`src/rtl/fc_pkg.sv`:
```
// fc_pkg: shared definitions for the FC forward engine.
//   DATA_W    - memory / cell data width (Q8.8 by default)
//   FRAC_BITS - fractional bits of the cell format
//   ACC_W     - signed MAC accumulator width
//   fc_state_e - forward-pass sequencer states
//   sat16     - clamp a signed value into the 16-bit cell range
package fc_pkg;

  localparam int DATA_W    = 16;
  localparam int FRAC_BITS = 8;
  localparam int ACC_W     = 40;

  typedef enum logic [2:0] {
    IDLE,
    LOAD,
    MAC1,
    WB1,
    MAC2,
    WB2,
    DONE
  } fc_state_e;

  // Input is already scaled; callers sign-extend to 64 bits.
  function automatic logic [DATA_W-1:0] sat16(input logic signed [63:0] v);
    if (v > 64'sd32767)
      return 16'h7fff;
    else if (v < -64'sd32768)
      return 16'h8000;
    else
      return v[DATA_W-1:0];
  endfunction

endpackage

```
`src/rtl/fc_mac_unit.sv`:
```
// fc_mac_unit: signed multiply-accumulate shared by both FC layers.
//   clk, reset_n      - clock, asynchronous active-low reset
//   a, b              - 16-bit signed operands (weight, cell)
//   valid             - a/b carry a product to accumulate this cycle
//   last              - this product closes the current neuron
//   clear             - discard any partial sum; next valid starts fresh
//   result            - sat16(acc >>> FRAC_BITS) of the closed neuron
//   result_valid      - one-cycle pulse, result updated
module fc_mac_unit import fc_pkg::*; #(
  parameter int ACC_W     = fc_pkg::ACC_W,
  parameter int FRAC_BITS = fc_pkg::FRAC_BITS
) (
  input  logic              clk,
  input  logic              reset_n,
  input  logic [DATA_W-1:0] a,
  input  logic [DATA_W-1:0] b,
  input  logic              valid,
  input  logic              last,
  input  logic              clear,
  output logic [DATA_W-1:0] result,
  output logic              result_valid
);

  logic signed [2*DATA_W-1:0] prod;
  logic signed [ACC_W-1:0]    acc;
  logic signed [ACC_W-1:0]    sum;
  logic signed [63:0]         scaled;
  logic                       fresh;

  // After a neuron closes, the next product reloads the accumulator
  // instead of adding, so neurons stream back to back with no bubble.
  always_comb begin
    prod   = 32'(signed'(a)) * 32'(signed'(b));
    sum    = fresh ? ACC_W'(prod) : acc + ACC_W'(prod);
    scaled = 64'(sum) >>> FRAC_BITS;
  end

  always_ff @(posedge clk or negedge reset_n) begin
    if (!reset_n) begin
      acc          <= '0;
      fresh        <= 1'b1;
      result       <= '0;
      result_valid <= 1'b0;
    end else begin
      result_valid <= 1'b0;
      if (clear) begin
        fresh <= 1'b1;
      end else if (valid) begin
        acc   <= sum;
        fresh <= last;
        if (last) begin
          result       <= sat16(scaled);
          result_valid <= 1'b1;
        end
      end
    end
  end

endmodule

```
`src/rtl/fc_fwd_engine.sv`:
```
// fc_fwd_engine: forward pass over the three-bank FC memory.
//   Loads x from bank0, computes FC1 into bank1 (h), FC2 into bank2 (y).
//   Option macro FC_RELU_EN: rectify hidden cells (h) before use/writeback.
// Ports:
//   clk, reset_n              - clock, asynchronous active-low reset
//   start                     - one-cycle pulse, begins a pass (ignored when busy)
//   mem_rdata                 - memory read data, valid the cycle after mem_addr
//   mem_we, mem_addr, mem_data - memory write enable / address / write data
//   fc1_com_end, fc2_com_end  - bank select {fc1,fc2}: 00 b0, 10 b1, 11 b2
//   busy                      - pass in progress
//   done                      - one-cycle completion pulse
module fc_fwd_engine import fc_pkg::*; #(
  parameter int FRT_CELL  = 32,
  parameter int MID_CELL  = 20,
  parameter int BCK_CELL  = 10,
  parameter int FRAC_BITS = fc_pkg::FRAC_BITS,
  parameter int ACC_W     = fc_pkg::ACC_W
) (
  input  logic              clk,
  input  logic              reset_n,
  input  logic              start,
  input  logic [DATA_W-1:0] mem_rdata,
  output logic              mem_we,
  output logic [15:0]       mem_addr,
  output logic [DATA_W-1:0] mem_data,
  output logic              fc1_com_end,
  output logic              fc2_com_end,
  output logic              busy,
  output logic              done
);

  localparam int MAX_CELL = (FRT_CELL > MID_CELL) ?
                            ((FRT_CELL > BCK_CELL) ? FRT_CELL : BCK_CELL) :
                            ((MID_CELL > BCK_CELL) ? MID_CELL : BCK_CELL);
  localparam int IW = $clog2(MAX_CELL);
  localparam int XW = $clog2(FRT_CELL);
  localparam int HW = $clog2(MID_CELL);
  localparam int YW = $clog2(BCK_CELL);

  localparam logic [15:0] LOAD_END = 16'(FRT_CELL - 1);
  localparam logic [15:0] MAC1_END = 16'(FRT_CELL + MID_CELL * FRT_CELL - 1);
  localparam logic [15:0] MAC2_END = 16'(MID_CELL + BCK_CELL * MID_CELL - 1);
  localparam logic [15:0] FRT_BASE = 16'(FRT_CELL);
  localparam logic [15:0] MID_BASE = 16'(MID_CELL);
  localparam logic [15:0] MID_LAST = 16'(MID_CELL - 1);
  localparam logic [15:0] BCK_LAST = 16'(BCK_CELL - 1);
  localparam logic [IW-1:0] FRT_LAST_I = IW'(FRT_CELL - 1);
  localparam logic [IW-1:0] MID_LAST_I = IW'(MID_CELL - 1);

  fc_state_e state, state_n;

  logic [15:0]       cnt_q;        // issue / writeback address
  logic [IW-1:0]     idx_q;        // operand index of the issued read
  logic              drain_q;      // last read issued, waiting for its data
  logic              rd_valid_q;   // mem_rdata carries a requested word
  logic [IW-1:0]     rd_idx_q;
  logic              rd_last_q;
  logic [IW-1:0]     out_idx_q;    // next neuron result slot
  logic              fc1_q, fc2_q;

  logic              issue, issue_last;
  logic [IW-1:0]     idx_last;
  logic [15:0]       issue_end;

  logic [DATA_W-1:0] xbuf [FRT_CELL];
  logic [DATA_W-1:0] hbuf [MID_CELL];
  logic [DATA_W-1:0] ybuf [BCK_CELL];

  logic [DATA_W-1:0] mac_b, mac_result, h_act;
  logic              mac_valid;

  assign fc1_com_end = fc1_q;
  assign fc2_com_end = fc2_q;

  // Sequencer: outputs are decoded from registered state and counters.
  always_comb begin
    state_n    = state;
    mem_we     = 1'b0;
    mem_addr   = '0;
    mem_data   = '0;
    busy       = 1'b1;
    done       = 1'b0;
    issue      = 1'b0;
    issue_last = 1'b0;
    idx_last   = FRT_LAST_I;
    issue_end  = LOAD_END;
    unique case (state)
      IDLE: begin
        busy = 1'b0;
        if (start) state_n = LOAD;
      end
      LOAD: begin
        if (drain_q) state_n = MAC1;
        else begin
          issue    = 1'b1;
          mem_addr = cnt_q;
        end
      end
      MAC1: begin
        issue_end = MAC1_END;
        if (drain_q) state_n = WB1;
        else begin
          issue      = 1'b1;
          issue_last = (idx_q == idx_last);
          mem_addr   = cnt_q;
        end
      end
      WB1: begin
        mem_we   = 1'b1;
        mem_addr = cnt_q;
        mem_data = hbuf[cnt_q[HW-1:0]];
        if (cnt_q == MID_LAST) state_n = MAC2;
      end
      MAC2: begin
        idx_last  = MID_LAST_I;
        issue_end = MAC2_END;
        if (drain_q) state_n = WB2;
        else begin
          issue      = 1'b1;
          issue_last = (idx_q == idx_last);
          mem_addr   = cnt_q;
        end
      end
      WB2: begin
        mem_we   = 1'b1;
        mem_addr = cnt_q;
        mem_data = ybuf[cnt_q[YW-1:0]];
        if (cnt_q == BCK_LAST) state_n = DONE;
      end
      DONE: begin
        busy    = 1'b0;
        done    = 1'b1;
        state_n = IDLE;
      end
      default: state_n = IDLE;
    endcase
  end

  // Weight addresses are contiguous per layer, so one running address
  // counter walks i-major/j-minor while idx_q wraps per neuron.
  always_ff @(posedge clk or negedge reset_n) begin
    if (!reset_n) begin
      state      <= IDLE;
      cnt_q      <= '0;
      idx_q      <= '0;
      drain_q    <= 1'b0;
      rd_valid_q <= 1'b0;
      rd_idx_q   <= '0;
      rd_last_q  <= 1'b0;
      out_idx_q  <= '0;
      fc1_q      <= 1'b0;
      fc2_q      <= 1'b0;
    end else begin
      state      <= state_n;
      rd_valid_q <= issue;
      rd_idx_q   <= idx_q;
      rd_last_q  <= issue_last;
      if (issue) begin
        cnt_q <= cnt_q + 16'd1;
        idx_q <= (idx_q == idx_last) ? '0 : idx_q + IW'(1);
        if (cnt_q == issue_end) drain_q <= 1'b1;
      end else if (state == WB1 || state == WB2) begin
        cnt_q <= cnt_q + 16'd1;
      end
      if (mac_valid) out_idx_q <= out_idx_q + IW'(1);
      if (state_n != state) begin
        drain_q <= 1'b0;
        idx_q   <= '0;
        case (state_n)
          LOAD: begin cnt_q <= '0;       fc1_q <= 1'b0; fc2_q <= 1'b0; end
          MAC1: begin cnt_q <= FRT_BASE; out_idx_q <= '0; end
          WB1:  begin cnt_q <= '0;       fc1_q <= 1'b1; fc2_q <= 1'b0; end
          MAC2: begin cnt_q <= MID_BASE; out_idx_q <= '0; end
          WB2:  begin cnt_q <= '0;       fc1_q <= 1'b1; fc2_q <= 1'b1; end
          default: ;
        endcase
      end
    end
  end

  always_comb begin
    mac_b = (state == MAC1) ? xbuf[rd_idx_q[XW-1:0]] : hbuf[rd_idx_q[HW-1:0]];
    h_act = mac_result;
`ifdef FC_RELU_EN
    if (mac_result[DATA_W-1]) h_act = '0;
`endif
  end

  fc_mac_unit #(
    .ACC_W     (ACC_W),
    .FRAC_BITS (FRAC_BITS)
  ) u_mac (
    .clk          (clk),
    .reset_n      (reset_n),
    .a            (mem_rdata),
    .b            (mac_b),
    .valid        (rd_valid_q && (state == MAC1 || state == MAC2)),
    .last         (rd_last_q),
    .clear        (state == IDLE),
    .result       (mac_result),
    .result_valid (mac_valid)
  );

  // The final neuron of each layer resolves in the first writeback cycle,
  // well before writeback reaches its slot.
  always_ff @(posedge clk) begin
    if (rd_valid_q && state == LOAD) xbuf[rd_idx_q[XW-1:0]] <= mem_rdata;
    if (mac_valid) begin
      if (state == MAC1 || state == WB1) hbuf[out_idx_q[HW-1:0]] <= h_act;
      else                               ybuf[out_idx_q[YW-1:0]] <= mac_result;
    end
  end

endmodule

```
`config.mk`:
```
export PLATFORM = sky130hd
export DESIGN_NAME = fc_fwd_engine
export DESIGN_NICKNAME = d
export VERILOG_FILES = /design/src/rtl/fc_pkg.sv /design/src/rtl/fc_mac_unit.sv /design/src/rtl/fc_fwd_engine.sv
export SDC_FILE = /design/constraint.sdc
export NUM_CORES = 2
export LEC_CHECK = 0
export ABC_AREA = 1
export CELL_PAD_IN_SITES_DETAIL_PLACEMENT = 1
export CELL_PAD_IN_SITES_GLOBAL_PLACEMENT = 2
export CORE_AREA = 2 2 402 404
export CTS_CLUSTER_SIZE = 12
export DETAILED_ROUTE_END_ITERATION = 10
export DIE_AREA = 0 0 404 406
export HOLD_SLACK_MARGIN = 0.1
export MAX_ROUTING_LAYER = met4
export PLACE_DENSITY_LB_ADDON = 0.1
export SLEW_MARGIN = 20
export SYNTH_ARGS = -nofsm -noshare
export SYNTH_HDL_FRONTEND = slang
export SYNTH_HIERARCHICAL = 1
export SYNTH_SLANG_ARGS = --single-unit
```
`constraint.sdc`:
```
create_clock -name clk -period 8.5 [get_ports clk]
set_clock_uncertainty 0.15 [all_clocks]
set_input_delay 2.125 -clock clk [delete_from_list [all_inputs] [get_ports clk]]
set_output_delay 2.125 -clock clk [all_outputs]
set_load 0.03 [all_outputs]
```
======== After elaboration in Yosys (flattened, before gate mapping) ========
Memories as Yosys holds them, arrays and structs flattened.
Cells that the tools add are included.
word-level totals
  flip-flop bits (word level) ............. 97
  RAM bits ................................ 992
  output and inout port bits .............. 37
  memories ................................ 3
cells by class
  add/sub/neg operators ................... 4
  multipliers ............................. 1
  order comparisons ....................... 2
  equal/unequal tests ..................... 18
  muxes and demuxes ....................... 52
  bitwise operators ....................... 1
  reductions and logical operators ........ 23
memories
  name  words  width  read ports  clocked after Yosys merged registers in  wr ports  RTL line             text
  xbuf  32     16     1           0                                        1         fc_fwd_engine.sv:65  logic [DATA_W-1:0] xbuf [FRT_CELL];
  hbuf  20     16     2           0                                        1         fc_fwd_engine.sv:66  logic [DATA_W-1:0] hbuf [MID_CELL];
  ybuf  10     16     1           0                                        1         fc_fwd_engine.sv:67  logic [DATA_W-1:0] ybuf [BCK_CELL];
operator list
  cell                                                             count
  two-way mux 16 bit                                               7
  one-hot mux 16 bit (2 select lines)                              2
  one-hot mux 16 bit (3 select lines)                              1
  adder 40 x 32 -> 40 bit                                          1
  two-way mux 40 bit                                               1
  greater-than comparator 32 x 16 -> 1 bit, second input constant  1
  < comparator 32 x 16 -> 1 bit, second input constant             1
  multiplier 16 x 16 -> 32 bit                                     1
  two-way mux 5 bit                                                6
  two-way mux 1 bit                                                23
  one-hot mux 10 bit (2 select lines)                              1
  two-way mux 3 bit                                                6
  one-hot mux 3 bit (6 select lines)                               1
  adder 16 x 1 -> 16 bit, second input constant                    1
  == test 16 bit                                                   1
  == test 16 x 4 -> 1 bit, second input constant                   1
  == test 16 x 5 -> 1 bit, second input constant                   1
  == test 3 bit, second input constant                             5
  == test 3 x 2 -> 1 bit, second input constant                    4
  adder 5 x 1 -> 5 bit, second input constant                      2
  == test 5 bit, second input constant                             2
  nonzero test 2 bit                                               5
  OR reduction 2 bit                                               5
  AND reduction 2 bit                                              4
  other kinds (11)                                                 18

======== Longest topological paths before layout ========
  depth after elaboration ................. 8
  depth in mapped cells ................... 64
  mapped depth without buffers ............ 59

======== Hierarchy ========
Netlist, hierarchy kept.
by module, submodules not included
  module         times used  cells an instance  area each (um2)  sequential area each (um2)
  fc_fwd_engine  1           3544               43048.8          30764.5
  fc_mac_unit    1           2622               17156.5          1452.6

======== Worst setup path after synthesis ========
No wires, ideal clock.
  path kind ............................... input to register
  from .................................... input port mem_rdata[10]
  to ...................................... register u_mac.result[5]
  setup time .............................. 0.066 ns
  arrival ................................. 9.024 ns
  path slack .............................. -0.740 ns
  stages on the path ...................... 43
  path through ............................ clkbuf_1 > clkbuf_1 > nand2_1 > fa_1 > fa_1 > fa_1 > fa_1 > inv_1 > fa_1 > inv_1 > fa_1 > inv_1 > ha_1 > nand2_1 > inv_1 > nand2_1 > nand2_1 > a21oi_1 > [7 not listed] > nand2_1 > inv_1 > a21oi_1 > nand2_1 > a21oi_1 > nand3_1 > nand3_1 > nand2_2 > nor2_2 > nand2_1 > nor2_1 > nand4_1 > nand2_2 > buf_6 > nand2_1 > nand2_1 > nand2_1 > nand2_1
on the way
  word-level cells in the longest chain between the ends .. 6
  elaborated cells on any way between the ends .. 7
ends and longest elaborated chain
  element                         RTL line             text
  start: declaration              fc_fwd_engine.sv:22  input logic [DATA_W-1:0] mem_rdata,
  multiplier 16 x 16 -> 32 bit *  fc_mac_unit.sv:33    prod = 32'(signed'(a)) * 32'(signed'(b));
  adder 40 x 32 -> 40 bit         fc_mac_unit.sv:34    sum = fresh ? ACC_W'(prod) : acc + ACC_W'(prod);
  two-way mux 40 bit *            fc_mac_unit.sv:34
  < comparator 32 x 16 -> 1 bit   fc_pkg.sv:27         else if (v < -64'sd32768)
  two-way mux 16 bit              fc_pkg.sv:27
  two-way mux 16 bit *            fc_pkg.sv:25         if (v > 64'sd32767)
  end signal: assignment          fc_mac_unit.sv:52    result <= sat16(scaled);
  end: declaration                fc_mac_unit.sv:20    output logic [DATA_W-1:0] result,
Mark *: on every way between the ends. The rest lies on a longest branch, timed or not.
A chain may end at the register's enable or synchronous reset.

======== Worst setup path after layout ========
  from .................................... register rd_idx_q[1]
  to ...................................... register u_mac.result[12]
on the way
  word-level cells in the longest chain between the ends .. 8
  elaborated cells on any way between the ends .. 10
ends and longest elaborated chain
  element                                                              RTL line              text
  start: declaration                                                   fc_fwd_engine.sv:56   logic [IW-1:0] rd_idx_q;
  start signal: assignment                                             fc_fwd_engine.sv:156  rd_idx_q <= idx_q;
  memory (32 x 16 bit) / memory (20 x 16 bit) (equally long branches)  --
  two-way mux 16 bit *                                                 fc_fwd_engine.sv:182  mac_b = (state == MAC1) ? xbuf[rd_idx_q[XW-1:0]] : hbuf[rd_idx_q[HW-1:0]];
  named net mac_b[4]                                                   fc_fwd_engine.sv:69   logic [DATA_W-1:0] mac_b, mac_result, h_act;
  multiplier 16 x 16 -> 32 bit *                                       fc_mac_unit.sv:33
  adder 40 x 32 -> 40 bit                                              fc_mac_unit.sv:34
  two-way mux 40 bit *                                                 fc_mac_unit.sv:34
  < comparator 32 x 16 -> 1 bit                                        fc_pkg.sv:27
  two-way mux 16 bit                                                   fc_pkg.sv:27
  two-way mux 16 bit *                                                 fc_pkg.sv:25
The timed path passes the listed nets; every way through them passes the cells marked *.

==> flow_summary_export.csv <==
group,metric,value,unit
layout,finalNetCount,7294,
floorplanning,die_x,404,microns
setup_path,cpMaxStageDelayCell,"fa_1",
floorplanning,design.core.area,160000,sq um
global_routing,groute.usage.overall,27.3,%
timing,drv_slew,0,
synth,synth-edff-count,992,
setup_path,reg2reg_depth,56,
synth,yosys.area.top_type,"edfxtp_1",
synth,synth_nets,6578,
placement,dp_hpwl,151,mm
synth,ys_ff_latch,1089,
timing,fin_crit,9.63,ns
synth,ys.flop_type,"edfxtp_1",
timing,fin_crit_sh,113,%
floorplanning,dieArea,164000,sq um
setup_path,r2r_slack,-1.13,ns
floorplanning,dieHeight,406,microns
synth,ys_seq_area_share,53.5,%
timing,rsz0062_at_grt,"true",
global_routing,overflow,0,
route,dr_total_vias,47978,
setup_path,required,8.98,ns
placement,portBuffers,55,
synth,ys.warnings.count,6,
global_routing,antenna_found_initial,9,
cts,clock-root-buffer,"clkbuf_16",
cts,clock_path_buffers,3,
timing,timing.fmax,104,MHz
route,drc,0,
cts,numClockSinks,1089,
setup_path,startpoint_type,"flop",
setup_path,cpPeakStageDelay,0.54,ns
route,wl_per_cell,24.2,microns
cts,htree_levels,3,
timing,worst_slack,-1.13,ns
setup_path,crit_fanout,10,
cts,clkLatencyLatePin,0.76,ns
worst_hold_path,hold_depth,0,
setup_path,crit_top_cell,"nand2_1",
layout,area_delta_synth_final,27.0,%
layout,final_common_cell,"nand2_1",
synth,synthTopCellsByArea,"edfxtp_1, nand2_1, fa_1",
floorplanning,start_util,37.7,%
synth,syn_inst,6166,
layout,final_cell_mix,"nand2_1, edfxtp_1, inv_1",
cts,numCtsBuffers,119,
synth,ys_types,52,
timing,report.final.hold_viol_count,0,
timing,worst_pin_slew,1.16,ns
global_routing,grt_max_degree,105,
global_routing,grt_pass1_vias,50543,
worst_hold_path,hold_start,"idx_q[1]",
route,via_per_inst,5.29,
synth,syn_avg_cell_area,9.76,sq um
layout,drive_gt1_share,24.6,%
cts,cts_tree,"built",
setup_path,r2r_end,"u_mac/result[12]",
floorplanning,rows,147,
synth,yosysTopAreaCellShare,49.5,%
flow_run,maxCapViolCount,0,
route,dr.pass1.iters,5,
placement,gp_congestion,0.849,
worst_hold_path,hold_end,"rd_idx_q[1]",
run_status,violations,"negative setup slack",
setup_path,timing.rr.start,"rd_idx_q[1]",
setup_path,crit_type,"reg -> reg",
global_routing,grt_pass1_wl,324,mm
worst_hold_path,worstHoldPathType,"reg -> reg",
route,ant_nets,0,
timing,tns,-27.63,ns
synth,netlist_area,60200,sq um
layout,diodes,0,
route,drtIter0Drc,3073,
setup_path,critical_path.endpoint_type,"flop",
run_status,status,"complete, but fails checks",
setup_path,worstPathArrival,10.11,ns
floorplanning,io-pin-count,56,
timing,relSlewSlack,22.1,%
timing,finalSetupViolCount,44,
route,wl,219,mm
layout,final.fill_count,17556,
synth,async_flop_share,8.91,%
cts,clkTransAtPathRegs,0.06,ns
## state kept, by name, indices dropped and copies added, names as in the netlist, 3 cells and up
name / flops
xbuf: 512
u_mac/result: 16
state: 3
hbuf: 320
rd_idx_q: 5
ybuf: 160
out_idx_q: 5
idx_q: 5
u_mac/acc: 40
cnt_q: 16
## synth_stat cells, types with 4 or more instances
cell / instances
clkbuf_1: 201
inv_2: 15
a21oi_2: 18
nor2_2: 13
o21bai_1: 10
dfrtp_1: 96
nand2_1: 1679
nand3_2: 9
nor2_1: 468
ha_1: 130
nor3_2: 7
nor3_1: 26
a22oi_1: 307
or2_2: 18
buf_2: 57
inv_1: 798
nand4_1: 88
xor2_1: 17
buf_1: 23
clkinv_1: 7
nand2_4: 4
nand2_2: 34
edfxtp_1: 992
nand3_1: 185
nor2_4: 5
a21oi_1: 173
o21ai_0: 362
fa_1: 263
o211ai_1: 21
o221ai_1: 11
and2_1: 4
a31oi_1: 6
buf_6: 4
xnor2_1: 9
o22ai_1: 79
## through the flow
stage          area, sq um  instances  hold WS (ns)  utilization (%)  setup slack, ns
2_1_floorplan        60900       6166         0.248                -           -0.186
3_5_place_dp         69100       8751         0.284             43.3            -1.94
4_1_cts              74700       9022         0.303             46.8            -1.09
6_report             76500       9063         0.284             47.9            -1.13
3_3_place_gp         69100       8751         0.280             43.3            -1.86
5_1_grt              76500       9063         0.318             47.9            -1.58
## routing by layer
layer | vias up | part of all wire (%) | track usage, %
met1 | 24660 | 44 | 35.4
li1 | 22034 | - | -
met4 | 0 | 2.4 | 6.74
met3 | 271 | 4.1 | 2.31
met5 | - | 0 | -
met2 | 1013 | 50 | 46.3
## kinds of logic (layout without fill, tap and decap cells)
family / after synthesis / after routing / share of synthesized area [%]
buf+inv: 1109 / 1918 / 7.12
flops: 1089 / 1089 / 53.5
simple gates: 2550 / 2552 / 17.4
fa+ha+maj: 393 / 393 / 11.4
xor+xnor: 26 / 26 / 0.378
compound gates: 999 / 999 / 10.2
## area by class of cell
type	count	area, sq um	share of cell area (%)
Timing Repair Buffer	882	8230	10.8
Clock buffer	149	3170	4.15
Tap cell	2086	2610	3.41
Clock inverter	67	522	0.682
Multi-Input combinational cell	3970	26500	34.7
Inverter	820	3130	4.10
Sequential cell	1089	32200	42.2
## timing repair
item	4_1_cts	5_1_grt
hold buffers	0	0
endpoints found under the setup margin	46	47
pin swaps	96	191
hold endpoints to repair	0	0
setup buffers	40	42
gates cloned	16	5
resized for setup	317	382
## how the worst max path moves through the flow
stage	start	to	cells after the start
final	rd_idx_q[1]	u_mac/result[12]	56
after global routing	rd_idx_q[1]	u_mac/result[12]	60
after CTS	rd_idx_q[1]	u_mac/result[12]	61
after detailed placement	mem_rdata[15]	u_mac/result[12]	45
after global placement	mem_rdata[15]	u_mac/result[0]	45
after floorplan	mem_rdata[15]	u_mac/result[10]	39
## worst max-delay path, delay by kind of cell (launching register included)
family	cells	cell delay, ns
fa+ha+maj	8	3.53
simple gates	23	2.15
buf+inv	18	1.92
compound gates	7	1.25
flops	1	0.42
Power is not shown: default switching activity piles up to over one toggle a cycle in this logic, so the estimate is an artifact.
